## config.mk

```make
export PLATFORM = sky130hd
export DESIGN_NAME = result_drain
export DESIGN_NICKNAME = d
export VERILOG_FILES = /design/src/rtl/vec_mul_pkg.sv /design/src/rtl/result_fifo.sv /design/src/rtl/result_drain.sv
export SDC_FILE = /design/constraint.sdc
export NUM_CORES = 2
export LEC_CHECK = 0
export BUFFER_PORTS_ARGS = -buffer_cell sky130_fd_sc_hd__buf_2
export CAP_MARGIN = 5
export CORE_AREA = 2 2 389 391
export CTS_BUF_LIST = sky130_fd_sc_hd__clkbuf_8
export CTS_CLUSTER_DIAMETER = 120
export CTS_CLUSTER_SIZE = 25
export DETAILED_ROUTE_END_ITERATION = 10
export DIE_AREA = 0 0 391 393
export PLACE_DENSITY_LB_ADDON = 0.08
export RECOVER_POWER = 100
export SETUP_SLACK_MARGIN = 0.3
export SYNTH_ARGS = -nofsm -noshare
export SYNTH_HDL_FRONTEND = slang
export SYNTH_SLANG_ARGS = --single-unit
```

## constraint.sdc

```tcl
create_clock -name i_clk -period 12.8 [get_ports i_clk]
set_input_delay 1.28 -clock i_clk [delete_from_list [all_inputs] [get_ports i_clk]]
set_output_delay 1.28 -clock i_clk [all_outputs]
set_load 0.02 [all_outputs]
```

## src/rtl/vec_mul_pkg.sv

```systemverilog
// Shared parameters, row/lane types and drain state encoding for the vector multiplier.
package vec_mul_pkg;
  localparam int MATRIX_SIZE    = 16;
  localparam int PARTIAL_SUM_BW = 24;
  localparam int ADDRESSSIZE    = 10;
  localparam int FIFO_DEPTH     = 4;
  localparam int ROW_W          = MATRIX_SIZE * PARTIAL_SUM_BW;

  typedef logic signed [PARTIAL_SUM_BW-1:0] lane_t;
  typedef logic [ROW_W-1:0]                 row_t;
  typedef logic [ADDRESSSIZE-1:0]           addr_t;

  typedef enum logic [1:0] {
    ST_IDLE = 2'd0,
    ST_RUN  = 2'd1,
    ST_DONE = 2'd2
  } drain_state_t;

  // Negative lanes clamp to zero; non-negative lanes pass through untouched.
  function automatic row_t relu_row(input row_t row);
    row_t  clamped;
    lane_t lane;
    clamped = row;
    for (int l = 0; l < MATRIX_SIZE; l++) begin
      lane = row[l*PARTIAL_SUM_BW +: PARTIAL_SUM_BW];
      if (lane < 0) clamped[l*PARTIAL_SUM_BW +: PARTIAL_SUM_BW] = '0;
    end
    return clamped;
  endfunction
endpackage

```

## src/rtl/result_fifo.sv

```systemverilog
// Synchronous show-ahead row FIFO; head is a register-array read, push and pop may coincide.
module result_fifo
  import vec_mul_pkg::*;
#(
  parameter int WIDTH = ROW_W,
  parameter int DEPTH = FIFO_DEPTH
) (
  input  logic             i_clk,
  input  logic             i_rst,
  input  logic             i_clear,
  input  logic             i_push,
  input  logic             i_pop,
  input  logic [WIDTH-1:0] i_data,
  output logic [WIDTH-1:0] o_data,
  output logic             o_full,
  output logic             o_empty
);
  localparam int AW = $clog2(DEPTH);
  localparam logic [AW:0] PTR_ONE = 1;

  logic [WIDTH-1:0] r_mem [DEPTH];
  logic [AW:0]      r_wptr;
  logic [AW:0]      r_rptr;

  always_ff @(posedge i_clk) begin
    if (i_rst) begin
      for (int i = 0; i < DEPTH; i++) r_mem[i] <= '0;
      r_wptr <= '0;
      r_rptr <= '0;
    end else if (i_clear) begin
      r_wptr <= '0;
      r_rptr <= '0;
    end else begin
      // A push into a full FIFO is only issued alongside a pop, so it reuses the slot leaving.
      if (i_push) begin
        r_mem[r_wptr[AW-1:0]] <= i_data;
        r_wptr                <= r_wptr + PTR_ONE;
      end
      if (i_pop) r_rptr <= r_rptr + PTR_ONE;
    end
  end

  assign o_data  = r_mem[r_rptr[AW-1:0]];
  assign o_empty = (r_wptr == r_rptr);
  assign o_full  = (r_wptr[AW] != r_rptr[AW]) && (r_wptr[AW-1:0] == r_rptr[AW-1:0]);
endmodule

```

## src/rtl/result_drain.sv

```systemverilog
// Writeback stage: captures array rows, optional ReLU, buffers them and writes them to results SRAM.
//   state   | meaning
//   ST_IDLE | waiting for start; last job's config/count/overflow held
//   ST_RUN  | accepting rows and draining FIFO to SRAM
//   ST_DONE | single-cycle completion pulse
module result_drain
  import vec_mul_pkg::*;
(
  input  logic                   i_clk,
  input  logic                   i_rst,
  input  logic                   i_start,
  input  logic [ADDRESSSIZE-1:0] i_base_addr,
  input  logic [ADDRESSSIZE-1:0] i_row_count,
  input  logic                   i_relu_en,
  input  logic                   i_valid_in,
  input  logic [ROW_W-1:0]       i_result_in,
  input  logic                   i_wr_ready,
  output logic                   o_wr_en,
  output logic [ADDRESSSIZE-1:0] o_wr_addr,
  output logic [ROW_W-1:0]       o_wr_data,
  output logic                   o_busy,
  output logic                   o_done,
  output logic                   o_overflow,
  output logic [ADDRESSSIZE-1:0] o_rows_written
);
  localparam addr_t ADDR_ONE = 1;

  drain_state_t r_state;
  drain_state_t w_state_nxt;

  addr_t r_base;
  addr_t r_count;
  addr_t r_written;
  addr_t r_accepted;
  logic  r_relu;
  logic  r_overflow;

  logic  w_launch;
  logic  w_running;
  logic  w_fifo_full;
  logic  w_fifo_empty;
  row_t  w_fifo_head;
  row_t  w_row_in;
  logic  w_wr_en;
  logic  w_pop;
  logic  w_push;
  logic  w_drop;
  logic  w_last_pop;

  assign w_launch   = (r_state == ST_IDLE) && i_start;
  assign w_running  = (r_state == ST_RUN);
  assign w_wr_en    = w_running && !w_fifo_empty;
  assign w_pop      = w_wr_en && i_wr_ready;
  // A pop in the same cycle frees a slot, so a full FIFO still takes the row.
  assign w_push     = w_running && i_valid_in && (r_accepted < r_count) && (!w_fifo_full || w_pop);
  assign w_drop     = w_running && i_valid_in && !w_push;
  assign w_last_pop = w_pop && ((r_written + ADDR_ONE) == r_count);
  assign w_row_in   = r_relu ? relu_row(i_result_in) : i_result_in;

  result_fifo #(.WIDTH(ROW_W), .DEPTH(FIFO_DEPTH)) u_fifo (
    .i_clk   (i_clk),
    .i_rst   (i_rst),
    .i_clear (w_launch),
    .i_push  (w_push),
    .i_pop   (w_pop),
    .i_data  (w_row_in),
    .o_data  (w_fifo_head),
    .o_full  (w_fifo_full),
    .o_empty (w_fifo_empty)
  );

  always_ff @(posedge i_clk) begin
    if (i_rst) r_state <= ST_IDLE;
    else       r_state <= w_state_nxt;
  end

  always_comb begin
    w_state_nxt = r_state;
    o_busy      = (r_state != ST_IDLE);
    o_done      = 1'b0;
    case (r_state)
      ST_IDLE: if (i_start) w_state_nxt = (i_row_count == '0) ? ST_DONE : ST_RUN;
      ST_RUN:  if (w_last_pop) w_state_nxt = ST_DONE;
      ST_DONE: begin
        o_done      = 1'b1;
        w_state_nxt = ST_IDLE;
      end
      default: w_state_nxt = ST_IDLE;
    endcase
  end

  always_ff @(posedge i_clk) begin
    if (i_rst) begin
      r_base     <= '0;
      r_count    <= '0;
      r_relu     <= 1'b0;
      r_written  <= '0;
      r_accepted <= '0;
      r_overflow <= 1'b0;
    end else if (w_launch) begin
      r_base     <= i_base_addr;
      r_count    <= i_row_count;
      r_relu     <= i_relu_en;
      r_written  <= '0;
      r_accepted <= '0;
      r_overflow <= 1'b0;
    end else begin
      if (w_pop)  r_written  <= r_written + ADDR_ONE;
      if (w_push) r_accepted <= r_accepted + ADDR_ONE;
      if (w_drop) r_overflow <= 1'b1;
    end
  end

  assign o_wr_en        = w_wr_en;
  assign o_wr_addr      = r_base + r_written;
  assign o_wr_data      = w_fifo_head;
  assign o_overflow     = r_overflow;
  assign o_rows_written = r_written;
endmodule

```

==> summary.txt <==
Die
  • Core area: ~150,000 µm²
  • # IOs: 818
  • Die width: 391 µm
  • Die Area: 154,000 µm²
  • Site Rows: approximately 140
  • Die span in y: 393 µm
  • Initial core utilization: 44.8%

Synthesis
  • Post-Synthesis Net Count: 4,961
  • Fraction of registers with async set/reset: 0%
  • Synth warn: 0
  • Share of the synthesized area in the top cell type: between 60 and 70%
  • Synth area leaders: edfxtp_1 69%, mux4_2 13%, nor2_1 8.2%
  • Commonest cells in the netlist: 1,536 x edfxtp_1, 1,460 x nor2_1, 445 x nand2_1, 384 x mux4_2, 139 x clkbuf_1
  • Count leader, synth: edfxtp_1
  • Post-synthesis simple-gate area fraction: 12.2%
  • Yosys reg bits: 1,588
  • Post-synth EDFFs: 1,536
  • Post-synth top flop: edfxtp_1
  • Mux cell area share after synthesis: about an eighth
  • Cells after Synth: 4,528
  • Post-Synth XOR/XNOR Area: 0.445%
  • Sequential area share after synthesis: a little over two thirds
  • Post-synthesis compound-gate area fraction: 0.933%
  • Synth Area in Adders: 0.441%
  • Mapped Area: between 60,000 and 70,000 µm²
  • Count of cell types in the netlist: 53
  • Mean Syn Cell Area: 14.8 µm²
  • Synth area leader: edfxtp_1
  • Largest family of logic cells by synthesized area: multiplexers

Pwr
  • Switching Share: a little under a quarter
  • Sw Pwr: 0.00209 W
  • Clock power share: 23.9%
  • Register share of total power: 68.0%
  • Logic gate share of total power: 8.1%
  • Power Density: 120 nW/µm²
  • Leakage: ~27 nW
  • Peak VDD IR: 0.0865 mV
  • Power Total: 0.00874 W
  • Pint: 0.00664 W

Setup path
  • Max FO, Critical Path: between 100 and 150
  • CP max-delay cell: clkbuf_1
  • CP cell instances: inv_1 -> ha_1 -> nand4_1 -> nor2_1 -> o21ai_0 -> o2111ai_4 -> clkbuf_1 -> nand2b_1 -> buf_4 -> buf_12
  • WP depth: 10
  • Crit-path leading delay family: buffers and inverters
  • Buf/Inv on CP: 4
  • CP endpoint kind: register
  • Crit Path Category: reg2reg
  • WP data required: between 10 and 15 ns
  • Crit path launch type: register
  • Reg2reg path depth: 10
  • Slowest Stage Delay on Critical Path: 2.82 ns
  • Worst path arrival time: 9.50 ns

STA
  • Actual slew at the worst max-slew pin: 4.22 ns
  • RSZ-0062 raised after global routing: false
  • Final period utilization: 70.5%
  • Fmax: between 0.1 and 0.15 GHz
  • Fin. Hold Viols: 0
  • Slew HR: -182%
  • Min Clock Period, post-route: around 9.0 ns
  • Endpoints failing setup: 0
  • Hold_ws: around 0.47 ns
  • Fin Setup TNS: 0 ns
  • Slew Viols, Final: 860
  • Clk_skew: 0.0411 ns

Clocking
  • CTS Buffer Depth: 3
  • Setup Fix Bufs, Post-CTS: 0
  • Clock-pin slew on the worst setup and hold paths: about 0.15 ns
  • Post-CTS Hold Buffers: 0
  • Resized Gates After CTS: 0
  • Clk root buf: clkbuf_8
  • Clock Latency Late Sink: between 0.8 and 0.9 ns
  • Sink Count: 1,588
  • Htree depth: 3
  • CTS tree: built
  • Total CTS buffers: 73

Global routing
  • Initial antenna violation count: 62
  • Largest net degree at the start of global routing: about 140
  • GR Overflow Total: 0
  • GR Util All Layers: 24.1%
  • Vias in the first global route: 39,783
  • First-pass GRT wire length: 271 mm

Placed design
  • Global placement routability congestion: 0.783
  • Hpwl dp: between 100 and 150 mm
  • Buffers on Ports: 817

Route
  • Routed Antenna Nets: 0
  • First-iteration detailed-routing DRC count: 3,210
  • Via density: 5.54
  • Final WL: 188 mm
  • DRC: 0
  • DR vias: 39,622
  • First-pass detailed-route iteration total: 6
  • Wire length per cell: 26.3 µm

Run
  • Max Cap Viol: 20

Hold path
  • Hold Crit Depth: 2
  • Min-Delay Path Class: reg2reg

Final layout
  • P&R area growth vs syn: 9.16%
  • Final net count: 5,607
  • Post-layout util: ~49%
  • Layout cells sized above 1: a little under a fifth

Run status
  • Failing checks: capacitance limit, slew limit
  • Status: finished, violations left
-- area by class of cell --
class | instances | area, µm²
Fill cell | 13331 | 76200
Sequential cell | 1588 | 47200
Multi-Input combinational cell | 2608 | 18000
Timing Repair Buffer | 876 | 4160
Tap cell | 1944 | 2430
Clock buffer | 77 | 1060
Inverter | 27 | 101
Clock inverter | 16 | 73.8
Antenna cell | 19 | 47.5
-- registers in the layout, summed over array words and instances, names as in the netlist, named ones only --
signal,count
o_rows_written,10
u_fifo.r_mem,1536
r_count,10
o_overflow,1
r_state,2
u_fifo.r_rptr,3
u_fifo.r_wptr,3
r_base,10
r_relu,1
r_accepted,10
-- stage by stage --
stage / instances / instance area (µm²) / setup slack [ns]
global route: 7149 / 73000 / 3.24
global placement: 7043 / 72600 / 6.12
detailed placement: 7043 / 72600 / 6.11
CTS: 7136 / 73700 / 6.58
finish: 7155 / 73100 / 3.77
floorplan: 4528 / 66900 / 0.924
-- path summary, 6_finish.rpt --
check / from / endpoint / slack, ns
max: r_count[9] / u_fifo.r_mem[1][307] / 3.77
min: r_count[7] / r_count[7] / 0.47
max reg2reg: r_count[9] / u_fifo.r_mem[1][307] / 3.77
min reg2reg: r_count[7] / r_count[7] / 0.47
-- power groups by stage --
stage                     registers (W)  logic, W  clock network (W)
final                           0.00594  0.000707            0.00208
after global routing            0.00596  0.000761            0.00231
after CTS                       0.00594  0.000738            0.00216
after detailed placement        0.00606  0.000736                  0
after global placement          0.00605  0.000738                  0
after floorplan                 0.00614  0.000407                  0
-- cell usage in the layout (no fill, tap or decap), types with 37 or more instances in the layout --
master	n
edfxtp_1	1536
nor2_1	1496
nand2_1	444
buf_2	420
clkbuf_1	414
mux4_2	384
clkbuf_8	77
dfxtp_1	51
inv_1	38
a21oi_1	37
-- per-layer routing --
layer | global-route usage (%) | wire length (µm) | up-vias
li1 | - | - | 17536
met1 | 32.4 | 74600 | 20383
met2 | 38.8 | 92200 | 1409
met3 | 5.53 | 15800 | 248
met4 | 7.75 | 5280 | 46
met5 | 0 | 276 | -
-- worst min-delay path: stages, from the launching register on --
cell	delay, ns
dfxtp_1	0.34
nand2_1	0.05
a21oi_1	0.05
-- kinds of logic (layout without fill, tap and decap cells) --
group,count (synthesis),in the layout
AOI/OAI and AO/OA,91,91
xor gates and xnor gates,34,34
adders and majority gates,23,23
buffers and inverters,332,996
DFF,1588,1588
muxes,388,388
other,0,19
and+or+nand+nor,2072,2072
Power figures use the tool's default switching activity.
